$ cat src/rtl/dual_grant_dispatcher_if.sv
// Bundle between the grant dispatcher, its priority encoder and the two grant consumers.
// master = dispatcher side, slave = encoder/consumer side.
interface dual_grant_dispatcher_if #(
    parameter int N_REQ = 12,
    parameter int ID_W  = 4
);
    logic [N_REQ-1:0] req_in;
    logic             flush;
    logic [N_REQ-1:0] pend;
    logic [ID_W-1:0]  first;
    logic [ID_W-1:0]  second;
    logic             g0_valid;
    logic [ID_W-1:0]  g0_id;
    logic             g0_ready;
    logic             g1_valid;
    logic [ID_W-1:0]  g1_id;
    logic             g1_ready;
    logic             busy;
    logic             enc_err;

    modport master (
        input  req_in, flush, first, second, g0_ready, g1_ready,
        output pend, g0_valid, g0_id, g1_valid, g1_id, busy, enc_err
    );

    modport slave (
        output req_in, flush, first, second, g0_ready, g1_ready,
        input  pend, g0_valid, g0_id, g1_valid, g1_id, busy, enc_err
    );
endinterface

$ cat src/rtl/dual_grant_dispatcher.sv
// Sticky request accumulator that offers the encoder's top two codes as two handshaked grants.
// Optional macro DISPATCH_ENC_CHECK_EN adds a sticky reference cross-check of the encoder (enc_err).
module dual_grant_dispatcher #(
    parameter int N_REQ = 12,
    parameter int ID_W  = 4
) (
    input  logic                    clk,
    input  logic                    reset_n,
    dual_grant_dispatcher_if.master bus
);
    localparam int CNT_W = $clog2(N_REQ + 1);

    typedef enum logic [1:0] {IDLE = 2'd0, OFFER = 2'd1, FLUSH = 2'd2} state_t;

    state_t           state_reg, state_next;
    logic [N_REQ-1:0] pend_reg, pend_next, clr_mask;
    logic             g0_valid_reg, g0_valid_next, g1_valid_reg, g1_valid_next;
    logic [ID_W-1:0]  g0_id_reg, g0_id_next, g1_id_reg, g1_id_next;
    logic [ID_W-1:0]  first_q, second_q;
    logic [CNT_W-1:0] pop;
    logic             multi, acc0, acc1;

    // Encoder outputs are only trusted when they are in range and consistent with pend
    always_comb begin
        pop = '0;
        for (int i = 0; i < N_REQ; i++) pop = pop + CNT_W'(pend_reg[i]);
    end
    assign multi    = (pop >= CNT_W'(2));
    assign first_q  = (pend_reg != '0 && bus.first >= ID_W'(1) && bus.first <= ID_W'(N_REQ))
                      ? bus.first : '0;
    assign second_q = (multi && bus.second >= ID_W'(1) && bus.second <= ID_W'(N_REQ)
                       && bus.second < bus.first) ? bus.second : '0;

    assign acc0 = (state_reg == OFFER) && g0_valid_reg && bus.g0_ready;
    assign acc1 = (state_reg == OFFER) && g1_valid_reg && bus.g1_ready;

    generate
        for (genvar gi = 0; gi < N_REQ; gi++) begin : g_clr
            assign clr_mask[gi] = (acc0 && g0_id_reg == ID_W'(gi + 1))
                               || (acc1 && g1_id_reg == ID_W'(gi + 1));
        end
    endgenerate

    always_ff @(posedge clk or negedge reset_n) begin
        if (!reset_n) state_reg <= IDLE;
        else          state_reg <= state_next;
    end

    always_comb begin
        state_next = state_reg;
        case (state_reg)
            IDLE:  if (bus.flush)             state_next = FLUSH;
                   else if (first_q != '0)    state_next = OFFER;
            OFFER: if (bus.flush)             state_next = FLUSH;
                   else if (!(g0_valid_reg && !acc0) && !(g1_valid_reg && !acc1))
                                              state_next = IDLE;
            FLUSH:                            state_next = IDLE;
            default:                          state_next = IDLE;
        endcase
    end

    always_comb begin
        pend_next     = pend_reg | bus.req_in;
        g0_valid_next = g0_valid_reg;
        g1_valid_next = g1_valid_reg;
        g0_id_next    = g0_id_reg;
        g1_id_next    = g1_id_reg;
        case (state_reg)
            IDLE: begin
                if (bus.flush) begin
                    pend_next     = '0;
                    g0_valid_next = 1'b0;
                    g1_valid_next = 1'b0;
                end else if (first_q != '0) begin
                    g0_id_next    = first_q;
                    g0_valid_next = 1'b1;
                    g1_id_next    = second_q;
                    g1_valid_next = (second_q != '0);
                end
            end
            OFFER: begin
                if (bus.flush) begin
                    pend_next     = '0;
                    g0_valid_next = 1'b0;
                    g1_valid_next = 1'b0;
                end else begin
                    // a request re-arriving on a bit being retired stays pending
                    pend_next     = (pend_reg & ~clr_mask) | bus.req_in;
                    g0_valid_next = g0_valid_reg & ~acc0;
                    g1_valid_next = g1_valid_reg & ~acc1;
                end
            end
            default: begin
                pend_next     = '0;
                g0_valid_next = 1'b0;
                g1_valid_next = 1'b0;
            end
        endcase
    end

    always_ff @(posedge clk or negedge reset_n) begin
        if (!reset_n) begin
            pend_reg     <= '0;
            g0_valid_reg <= 1'b0;
            g1_valid_reg <= 1'b0;
            g0_id_reg    <= '0;
            g1_id_reg    <= '0;
        end else begin
            pend_reg     <= pend_next;
            g0_valid_reg <= g0_valid_next;
            g1_valid_reg <= g1_valid_next;
            g0_id_reg    <= g0_id_next;
            g1_id_reg    <= g1_id_next;
        end
    end

    assign bus.pend     = pend_reg;
    assign bus.g0_valid = g0_valid_reg;
    assign bus.g1_valid = g1_valid_reg;
    assign bus.g0_id    = g0_id_reg;
    assign bus.g1_id    = g1_id_reg;
    assign bus.busy     = (state_reg != IDLE);

`ifdef DISPATCH_ENC_CHECK_EN
    logic [ID_W-1:0] ref_first, ref_second;
    logic            enc_err_reg;

    // ascending scan: each set bit pushes the previous top code down to second
    always_comb begin
        ref_first  = '0;
        ref_second = '0;
        for (int i = 0; i < N_REQ; i++) begin
            if (pend_reg[i]) begin
                ref_second = ref_first;
                ref_first  = ID_W'(i + 1);
            end
        end
    end

    always_ff @(posedge clk or negedge reset_n) begin
        if (!reset_n)
            enc_err_reg <= 1'b0;
        else if (state_reg == IDLE && pend_reg != '0
                 && (first_q != ref_first || second_q != ref_second))
            enc_err_reg <= 1'b1;
    end

    assign bus.enc_err = enc_err_reg;
`else
    assign bus.enc_err = 1'b0;
`endif
endmodule

$ cat src/flat_wrapper.sv
// flat-port wrapper written by rule: the top's interface ports become plain ports
module dual_grant_dispatcher_flat 
#(
    parameter int N_REQ = 12,
    parameter int ID_W  = 4
)
  (clk, reset_n, bus_req_in, bus_flush, bus_first, bus_second, bus_g0_ready, bus_g1_ready, bus_pend, bus_g0_valid, bus_g0_id, bus_g1_valid, bus_g1_id, bus_busy, bus_enc_err);
  dual_grant_dispatcher_if #(.N_REQ(N_REQ), .ID_W(ID_W)) bus_i ();
  input  logic clk;
  input  logic reset_n;
  input wire logic [$bits(bus_i.req_in)-1:0] bus_req_in;
  input wire logic [$bits(bus_i.flush)-1:0] bus_flush;
  input wire logic [$bits(bus_i.first)-1:0] bus_first;
  input wire logic [$bits(bus_i.second)-1:0] bus_second;
  input wire logic [$bits(bus_i.g0_ready)-1:0] bus_g0_ready;
  input wire logic [$bits(bus_i.g1_ready)-1:0] bus_g1_ready;
  output wire logic [$bits(bus_i.pend)-1:0] bus_pend;
  output wire logic [$bits(bus_i.g0_valid)-1:0] bus_g0_valid;
  output wire logic [$bits(bus_i.g0_id)-1:0] bus_g0_id;
  output wire logic [$bits(bus_i.g1_valid)-1:0] bus_g1_valid;
  output wire logic [$bits(bus_i.g1_id)-1:0] bus_g1_id;
  output wire logic [$bits(bus_i.busy)-1:0] bus_busy;
  output wire logic [$bits(bus_i.enc_err)-1:0] bus_enc_err;
  assign bus_i.req_in = bus_req_in;
  assign bus_i.flush = bus_flush;
  assign bus_i.first = bus_first;
  assign bus_i.second = bus_second;
  assign bus_i.g0_ready = bus_g0_ready;
  assign bus_i.g1_ready = bus_g1_ready;
  assign bus_pend = bus_i.pend;
  assign bus_g0_valid = bus_i.g0_valid;
  assign bus_g0_id = bus_i.g0_id;
  assign bus_g1_valid = bus_i.g1_valid;
  assign bus_g1_id = bus_i.g1_id;
  assign bus_busy = bus_i.busy;
  assign bus_enc_err = bus_i.enc_err;
  dual_grant_dispatcher #(.N_REQ(N_REQ), .ID_W(ID_W)) u_core (.clk(clk), .reset_n(reset_n), .bus(bus_i));
endmodule
$ cat config.mk
export PLATFORM = sky130hd
export DESIGN_NAME = dual_grant_dispatcher_flat
export DESIGN_NICKNAME = d
export VERILOG_FILES = /design/src/rtl/dual_grant_dispatcher_if.sv /design/src/rtl/dual_grant_dispatcher.sv /design/src/flat_wrapper.sv
export SDC_FILE = /design/constraint.sdc
export NUM_CORES = 1
export LEC_CHECK = 0
export CAP_MARGIN = 25
export CORE_UTILIZATION = 43
export DETAILED_ROUTE_END_ITERATION = 6
export PLACE_DENSITY = 0.77
export SKIP_LAST_GASP = 1
export SYNTH_ARGS = -nofsm -noshare
export SYNTH_HDL_FRONTEND = slang
export SYNTH_SLANG_ARGS = --single-unit
$ cat constraint.sdc
create_clock -name clk -period 3.93 [get_ports clk]
set_input_delay 0.5895 -clock clk [delete_from_list [all_inputs] [get_ports clk]]
set_output_delay 0.5895 -clock clk [all_outputs]
set_load 0.01 [all_outputs]
Yosys cells after proc, flatten, opt, wreduce, memory -nomap -nowiden
Cells that the tools add are included.

Word-level logic and storage cells: 136. Output and inout bits: 24. Input bits: 25. Register bits: 24.

Bitwise gates (word level): 9. Reductions and logical operators: 59. $add $sub $neg: 11. Equal/unequal tests: 27. Magnitude comparators: 6. Multiplexer cells: 18.

Operators by type and width (count): $add A4 B1 Y4 (10); $eq A4 B4 Y1 const B (10); $logic_and A1 B1 Y1 (36); $eq A4 B3 Y1 const B (8); $mux W12 (2); $or A12 B12 Y12 (2); $pmux W12 S2 (1); $eq A4 B2 Y1 const B (4); $and A12 B12 Y12 (1); $logic_or A1 B1 Y1 (12); $not A12 Y12 (1); $reduce_bool A12 Y1 (1); $eq A4 B1 Y1 const B (2); $ge A4 B1 Y1 const B (2); $le A4 B4 Y1 const B (2); $mux W2 (4); $mux W4 (2); $reduce_bool A4 Y1 (2); $mux W1 (6); $ge A4 B2 Y1 const B (1); $logic_not A1 Y1 (4); $lt A4 B4 Y1 (1); $pmux W1 S2 (2); $pmux W2 S2 (1); other kinds (10) (13).

Longest topological paths before layout
Gate-level depths: netlist of the first run.

Depth after elaboration: 20. Gate-level depth with buffers: 14. Depth with buffers taken out: 14.

Worst setup path before layout of the first run
OpenSTA, ideal clock, no wires.

Path type: register -> register. From: reg u_core.pend_reg[0], in the netlist u_core.bus.pend[0]. To: reg u_core.g1_valid_reg, in the netlist u_core.bus.g1_valid. Setup slack: 78 ps. Clock period less this slack: 3852 ps. Setup time: 128 ps. Buffers on the path: 0. Cell stages (with the launch flop): 15. Data arrival time: 3724 ps. Data required time: 3802 ps. Cell sequence: dfrtp_1 -> inv_1 -> ha_1 -> inv_1 -> fa_1 -> fa_1 -> fa_1 -> inv_1 -> fa_1 -> inv_1 -> fa_1 -> a211o_1 -> a2111oi_0 -> or3_4 -> o21ai_0.

Word-level cells in the longest chain between the ends: 20. Elaborated cells between the ends (all ways): 26. Those cells by class: 11 x add/sub; 1 x order compare; 1 x eq/ne; 5 x mux; 8 x reduce/logical.

RTL lines: start, declared (RTL line dual_grant_dispatcher.sv:16) `logic [N_REQ-1:0] pend_reg, pend_next, clr_mask;`; start signal, assigned (RTL line dual_grant_dispatcher.sv:109) `pend_reg <= pend_next;`; $add A1 B1 Y2 (RTL line dual_grant_dispatcher.sv:26) `for (int i = 0; i < N_REQ; i++) pop = pop + CNT_W'(pend_reg[i]);`; $add A4 B1 Y4 (10 in series) (RTL line dual_grant_dispatcher.sv:26); $ge A4 B2 Y1 (RTL line dual_grant_dispatcher.sv:28) `assign multi = (pop >= CNT_W'(2));`; $logic_and A1 B1 Y1 (2 in series) (RTL line dual_grant_dispatcher.sv:31) `assign second_q = (multi && bus.second >= ID_W'(1) && bus.second <= ID_W'(N_REQ)`; $logic_and A1 B1 Y1 (RTL line dual_grant_dispatcher.sv:32) `&& bus.second < bus.first) ? bus.second : '0;`; $mux W4 (RTL line dual_grant_dispatcher.sv:32); $reduce_bool A4 Y1 (RTL line dual_grant_dispatcher.sv:78) `g1_valid_next = (second_q != '0);`; $mux W1 (RTL line dual_grant_dispatcher.sv:74) `end else if (first_q != '0) begin`; $mux W1 (RTL line dual_grant_dispatcher.sv:70) `if (bus.flush) begin`; $pmux W1 S2 (RTL line dual_grant_dispatcher.sv:68) `case (state_reg)`; end signal, assigned (RTL line dual_grant_dispatcher.sv:111) `g1_valid_reg <= g1_valid_next;`; end, declared (RTL line dual_grant_dispatcher.sv:17) `logic g0_valid_reg, g0_valid_next, g1_valid_reg, g1_valid_next;`.

Parallel ways exist; a longest one is shown, timed or not. The select of a mux whose other input is x is not followed. A chain may end at the register's enable or synchronous reset.

Worst setup path after layout of the first run
Ends and elaborated chain as after synthesis.

==> results.tsv, run 1 <==
stage	metric	value	unit
run_status	status	completed	
pwr	p_comb_frac	0.392	
pwr	p_int	0.612	mW
cts	cts_made_buffers	3	
route	via_per_inst	5.24	
yosys	synth_compound_area_frac	0.147	
yosys	synth_ff_type	dfrtp_1	
pwr	switching_share	0.348	
finish	fillers	325	
floorplanning	num_rows	22	
route	route.detailed.drc	0	
finish	finalInstanceArea	0.00230	mm^2
worst_setup_path	cp-end-kind	flip-flop	
route	routed_wl	4.03	mm
placed_design	portBuffers	47	
yosys	ys_seq_area_frac	0.363	
finish	drive_gt1_frac	0.174	
sta	slew_viol_final	0	
pwr	p_seq_frac	0.373	
global_routing	grt_pass1_wl	6.47	mm
worst_setup_path	start_kind	flip-flop	
yosys	synthArstFlopShare	1.00	
route	drt_pass1_iterations	4	
worst_setup_path	crit_slowest_cell	fa_1	
worst_setup_path	worstPathRequired	4.14	ns
floorplanning	die_x	64.0	um
placed_design	dpl.hpwl	3.20	mm
worst_setup_path	cpPeakStageDelay	0.54	ns
yosys	syn-num-nets	217	
cts	clkTransAtPathRegs	0.09	ns
sta	rsz0062_at_grt	true	
pwr	peakVddDrop	0.214	mV
yosys	synth.area.top_cells	dfrtp_1, fa_1, ha_1	
worst_setup_path	critical_path_class	flip-flop to flip-flop	
yosys	ys_ff_latch	24	
floorplanning	start_util	0.448	
cts	htree_levels	1	
global_routing	gr-total-overflow	0	
global_routing	grtUsageTotal	0.211	
yosys	synth_top_area_frac	0.363	
yosys	synth.top_cells.by_count	dfrtp_1, inv_1, nor2_1	
cts	cts_tree	done	
floorplanning	die-height	64.0	um
yosys	ys_warn_count	0	
placed_design	dpl-instance-area	0.00219	mm^2
cts	clock_sinks	24	
finish	areaGrowthSynthToFinish	39.0	%
yosys	yosysTopAreaCell	dfrtp_1	
finish	diodes	0	
finish	largest_register_ffs	12	
sta	period_share	0.983	
pwr	p_leak	0.969	nW
yosys	synthCells	177	
global_routing	antenna_found_initial	0	
yosys	yosys.area_share.simple	0.257	
yosys	synth_top_family_by_area	simple AND/OR/NAND/NOR gates	
job	max_cap_violations	0	
floorplanning	ios	49	
finish	final_util	0.623	
route	route.vias.total	1458	
sta	worst_slew_pin_slew	0.578	ns
min_path	hp-class	flip-flop to flip-flop	
worst_setup_path	crit_chain	inv_2 > ha_4 > inv_2 > fa_1 > fa_1 > fa_1 > inv_2 > fa_2 > inv_2 > fa_2 > inv_2 > a2111oi_2 > or3_4 > o21ai_2	
sta	clock_skew	0.00222	ns
cts	ctsHoldBuffers	0	
sta	fin_setup_tns	0	ns
sta	setup_violations	0	
route	ant_nets	0	
placed_design	place.gp.congestion	0.864	
yosys	muxShareOfSynthArea	0.00908	
pwr	power_density	409	mW/mm^2
worst_setup_path	critPathArrivalTime	4.08	ns
sta	timing.fmax	0.259	GHz
cts	cts_max_path_buffers	2	
sta	relSlewSlack	0.614	
yosys	synth_fa_ha_area_frac	0.145	
sta	hold_viol_final	0	
yosys	synth_area	0.00165	mm^2
global_routing	first_global_vias	1376	
pwr	netSwitchingPower	0.327	mW
global_routing	grt_max_degree	15	
yosys	yosysUniqueCellTypes	41	
route	wl_per_cell	14.5	um
yosys	synth-xor-area-share	0	
pwr	pwr-share-clk	0.236	
floorplanning	core_area	0.00369	mm^2
yosys	synth.avg_cell_area	9.35	um^2
worst_setup_path	critical_path.max_fanout	5	
yosys	synth_edf_count	0	
finish	fin_nets	271	
worst_setup_path	cpMostUsedCell	inv_2	
sta	period_minus_slack	3.86	ns
floorplanning	die-area	0.00410	mm^2
route	drtIter0Drc	76	
cts	clk_latency	0.28	ns
cts	root_buffer	clkbuf_8	
metal layers:
metal  vias up  track usage  routed length [um]
met4         0        0.139                 185
met1       673        0.282                1830
met2        51        0.319                1810
li1        719            -                   -
met3        15       0.0250                 202
met5         -            0                   0
per-stage QoR:
stage               setup slack, ns  hold WS, ns  power [mW]  std cells
floorplan                    0.0782        0.294       0.535        177
global placement             0.0749        0.497       0.683        272
detailed placement          -0.0378        0.497       0.692        273
CTS                          0.0108        0.511       0.924        277
global route                -0.0724        0.544        1.00        278
finish                       0.0662        0.517       0.940        278
critical path: cells and delay by family, from the launching register on:
| family | cells | cell delay, ns |
|---|---|---|
| adders and majority gates | 6 | 2.56 |
| and+or+nand+nor | 1 | 0.41 |
| DFF | 1 | 0.37 |
| buffers and inverters | 5 | 0.27 |
| AOI/OAI and AO/OA | 2 | 0.16 |
logic make-up (layout without fill, tap and decap cells):
kind of cell | count (synthesis) | in the layout
AOI/OAI and AO/OA | 32 | 32
adders and majority gates | 15 | 15
buffers and inverters | 28 | 81
DFF | 24 | 24
muxes | 1 | 1
other | 1 | 1
and+or+nand+nor | 76 | 76
final timing paths:
path	start	endpoint	slack, ns	cells after the start
max in group asynchronous	reset_n	u_core.bus.pend[4]	2.78	2
hold / removal	u_core.state_reg[1]	u_core.state_reg[1]	0.52	1
min in group asynchronous	reset_n	u_core.bus.g0_id[2]	0.67	1
setup / recovery	u_core.bus.pend[0]	u_core.bus.g1_valid	0.07	14
hold reg to reg	u_core.state_reg[1]	u_core.state_reg[1]	0.52	1
setup reg to reg	u_core.bus.pend[0]	u_core.bus.g1_valid	0.07	14
power groups by stage:
stage	logic, mW	registers [mW]	clock network (mW)
4_1_cts	0.352	0.348	0.225
6_report	0.368	0.350	0.222
3_5_place_dp	0.340	0.352	0
3_3_place_gp	0.332	0.351	0
2_1_floorplan	0.184	0.351	0
5_1_grt	0.409	0.357	0.236
layout make-up:
class / instances / area [um^2] / share of cell area
flip-flops and latches: 24 / 601 / 0.261
well taps: 48 / 60.1 / 0.0261
inverters: 24 / 90.1 / 0.0392
clock buffers: 3 / 41.3 / 0.0180
repair buffers: 53 / 523 / 0.227
multi-input cells: 125 / 955 / 0.415
clock inverters: 1 / 30.0 / 0.0131
timing repair:
item                       CTS  global route
setup endpoints to repair    5             5
resized for setup            2            11
gates cloned                 0             0
pin swaps                    1            14
buffers inserted             0             1
placed cells by master, fill, tap and decap left out, types with 2 or more instances in the layout:
| cell type | n |
|---|---|
| inv_1 | 18 |
| fa_2 | 2 |
| nand4b_1 | 2 |
| o211ai_1 | 3 |
| nand3_1 | 11 |
| clkbuf_8 | 3 |
| nor3b_1 | 4 |
| a221oi_1 | 6 |
| nand4_1 | 2 |
| nor2b_1 | 5 |
| nor4b_1 | 2 |
| dfrtp_1 | 24 |
| a31oi_1 | 6 |
| fa_1 | 5 |
| clkdlybuf4s50_1 | 47 |
| nor2_1 | 22 |
| ha_1 | 7 |
| o21ai_2 | 8 |
| buf_4 | 5 |
| inv_2 | 6 |
| nor3_1 | 4 |
| nand2_1 | 7 |
| a21oi_1 | 2 |
| nand2b_1 | 3 |
| nand2_2 | 6 |
No activity file was read; power rests on OpenSTA's default activity.
==> inputs of run 2 (changes only) <==
--- a/config.mk
+++ b/config.mk
@@ -6,9 +6,11 @@
 export NUM_CORES = 1
 export LEC_CHECK = 0
 export CAP_MARGIN = 25
-export CORE_UTILIZATION = 43
+export CORE_ASPECT_RATIO = 2
+export CORE_UTILIZATION = 44
+export CTS_BUF_LIST = sky130_fd_sc_hd__clkbuf_4 sky130_fd_sc_hd__clkbuf_8
 export DETAILED_ROUTE_END_ITERATION = 6
-export PLACE_DENSITY = 0.77
+export PLACE_DENSITY = 0.78
 export SKIP_LAST_GASP = 1
 export SYNTH_ARGS = -nofsm -noshare
 export SYNTH_HDL_FRONTEND = slang
==> results.tsv, run 2 (synthesized netlist as in run 1, its figures left out) <==
stage	metric	value	unit
cts	ctsHoldBuffers	0	
finish	final_cell_mix	clkdlybuf4s50_1, dfrtp_1, nor2_1, inv_1, nand3_1	
worst_setup_path	critPathArrivalTime	4.10	ns
job	max_cap_violations	0	
run_status	status	completed	
floorplanning	num_rows	31	
worst_setup_path	worstPathRequired	4.12	ns
finish	fin_nets	276	
floorplanning	die-area	0.00402	mm^2
global_routing	antenna_found_initial	0	
pwr	netSwitchingPower	0.332	mW
sta	rsz0062_at_grt	true	
global_routing	grt_pass1_wl	6.86	mm
sta	slew_viol_final	0	
sta	setup_violations	0	
cts	clk_latency	0.27	ns
placed_design	portBuffers	47	
worst_setup_path	crit_slowest_cell	fa_1	
pwr	switching_share	0.372	
global_routing	grtUsageTotal	0.243	
pwr	p_comb_frac	0.452	
route	drtIter0Drc	29	
route	via_per_inst	5.47	
worst_setup_path	cpMostUsedCell	inv_2	
worst_setup_path	crit_family	adder cells	
finish	largest_register_ffs	12	
placed_design	dp.cells	275	
worst_setup_path	critical_path_class	flip-flop to flip-flop	
sta	setup_ws	0.0187	ns
worst_setup_path	start_kind	flip-flop	
route	route.vias.total	1547	
worst_setup_path	cp-end-kind	flip-flop	
sta	clock_skew	0.00783	ns
worst_setup_path	worst-path-buf-inv	5	
route	drt_pass1_iterations	4	
pwr	finalPower	0.892	mW
placed_design	place.gp.congestion	0.899	
cts	cts_max_path_buffers	2	
finish	drive_gt1_frac	0.184	
floorplanning	die-height	88.7	um
pwr	pwr-share-clk	0.162	
sta	hold_viol_final	0	
sta	worst_slew_pin_slew	0.632	ns
finish	layout.area.seq	601	um^2
pwr	power_density	385	mW/mm^2
floorplanning	die_x	45.4	um
cts	htree_levels	1	
cts	root_buffer	clkbuf_8	
finish	fillers	316	
finish	layout.cells.non_filler	283	
route	routed_wl	4.48	mm
route	wl_per_cell	15.8	um
finish	layout_commonest_cell	clkdlybuf4s50_1	
global_routing	first_global_vias	1525	
route	route.detailed.drc	0	
global_routing	gr-total-overflow	0	
finish	areaGrowthSynthToFinish	40.1	%
floorplanning	start_util	0.459	
min_path	hp-class	flip-flop to flip-flop	
pwr	p_int	0.560	mW
worst_setup_path	reg2reg_slack	0.02	ns
sta	period_share	0.995	
sta	relSlewSlack	0.578	
cts	clock_sinks	24	
floorplanning	core_area	0.00361	mm^2
cts	clkTransAtPathRegs	0.08	ns
sta	timing.fmax	0.256	GHz
route	ant_nets	0	
finish	multi_input_area	963	um^2
sta	fin_setup_tns	0	ns
sta	period_minus_slack	3.91	ns
sta	hold_ws	0.508	ns
floorplanning	ios	49	
pwr	peakVddDrop	0.294	mV
finish	diodes	0	
placed_design	dpl.hpwl	3.56	mm
worst_setup_path	crit_chain	inv_2 > ha_4 > inv_2 > fa_1 > fa_1 > fa_1 > inv_2 > fa_2 > inv_2 > fa_2 > inv_2 > a2111oi_4 > or3_4 > o21ai_2	
cts	cts_made_buffers	3	
worst_setup_path	cpPeakStageDelay	0.53	ns
cts	cts_tree	done	
global_routing	grt_max_degree	14	
placed_design	place_ws	-0.164	ns
pwr	p_leak	0.978	nW
pwr	p_seq_frac	0.386	
worst_setup_path	critical_path.max_fanout	5	
run 2: what timing repair did:
| item | 4_1_cts | 5_1_grt |
|---|---|---|
| setup endpoints to repair | 5 | 5 |
| buffers inserted | 0 | 5 |
| pin swaps | 4 | 11 |
| resized for setup | 6 | 7 |
run 2: final cells by class:
| class | instances | area share |
|---|---|---|
| Clock buffer | 3 | 0.0178 |
| Multi-Input combinational cell | 125 | 0.416 |
| Sequential cell | 24 | 0.259 |
| Inverter | 24 | 0.0389 |
| Timing Repair Buffer | 58 | 0.242 |
| Tap cell | 49 | 0.0265 |
run 2: worst reg2reg max path: cells and delay by family (launching register included):
| family | cells | cell delay [ns] |
|---|---|---|
| buf+inv | 5 | 0.29 |
| compound gates | 2 | 0.16 |
| simple gates | 1 | 0.42 |
| flops | 1 | 0.38 |
| fa+ha+maj | 6 | 2.57 |
run 2: power groups by stage:
| stage | logic (mW) | registers (mW) | clock network [mW] |
|---|---|---|---|
| floorplan | 0.184 | 0.351 | 0 |
| global placement | 0.338 | 0.346 | 0 |
| detailed placement | 0.348 | 0.347 | 0 |
| CTS | 0.379 | 0.343 | 0.146 |
| global route | 0.445 | 0.350 | 0.156 |
| finish | 0.404 | 0.344 | 0.144 |
run 2: metrics by stage:
stage | util | area, um^2
floorplan | - | 1650
global placement | 0.606 | 2190
detailed placement | 0.610 | 2200
CTS | 0.628 | 2260
global route | 0.642 | 2320
finish | 0.642 | 2320
run 2: metal layers:
layer / vias up / GRT usage / part of all wire
met4: 0 / 0.185 / 0.059
met1: 741 / 0.215 / 0.34
met3: 19 / 0.0224 / 0.027
li1: 728 / - / -
met2: 59 / 0.464 / 0.58
met5: - / 0 / 0
run 2: final timing paths:
| check | from | to | cells after the start |
|---|---|---|---|
| worst min-delay path | u_core.state_reg[1] | u_core.state_reg[1] | 1 |
| worst min register to register | u_core.state_reg[1] | u_core.state_reg[1] | 1 |
| worst max register to register | u_core.bus.pend[1] | u_core.bus.g1_id[2] | 14 |
| worst max-delay path | u_core.bus.pend[1] | u_core.bus.g1_id[2] | 14 |
| max in group asynchronous | reset_n | u_core.bus.g1_id[2] | 2 |
| min in group asynchronous | reset_n | u_core.bus.pend[1] | 1 |
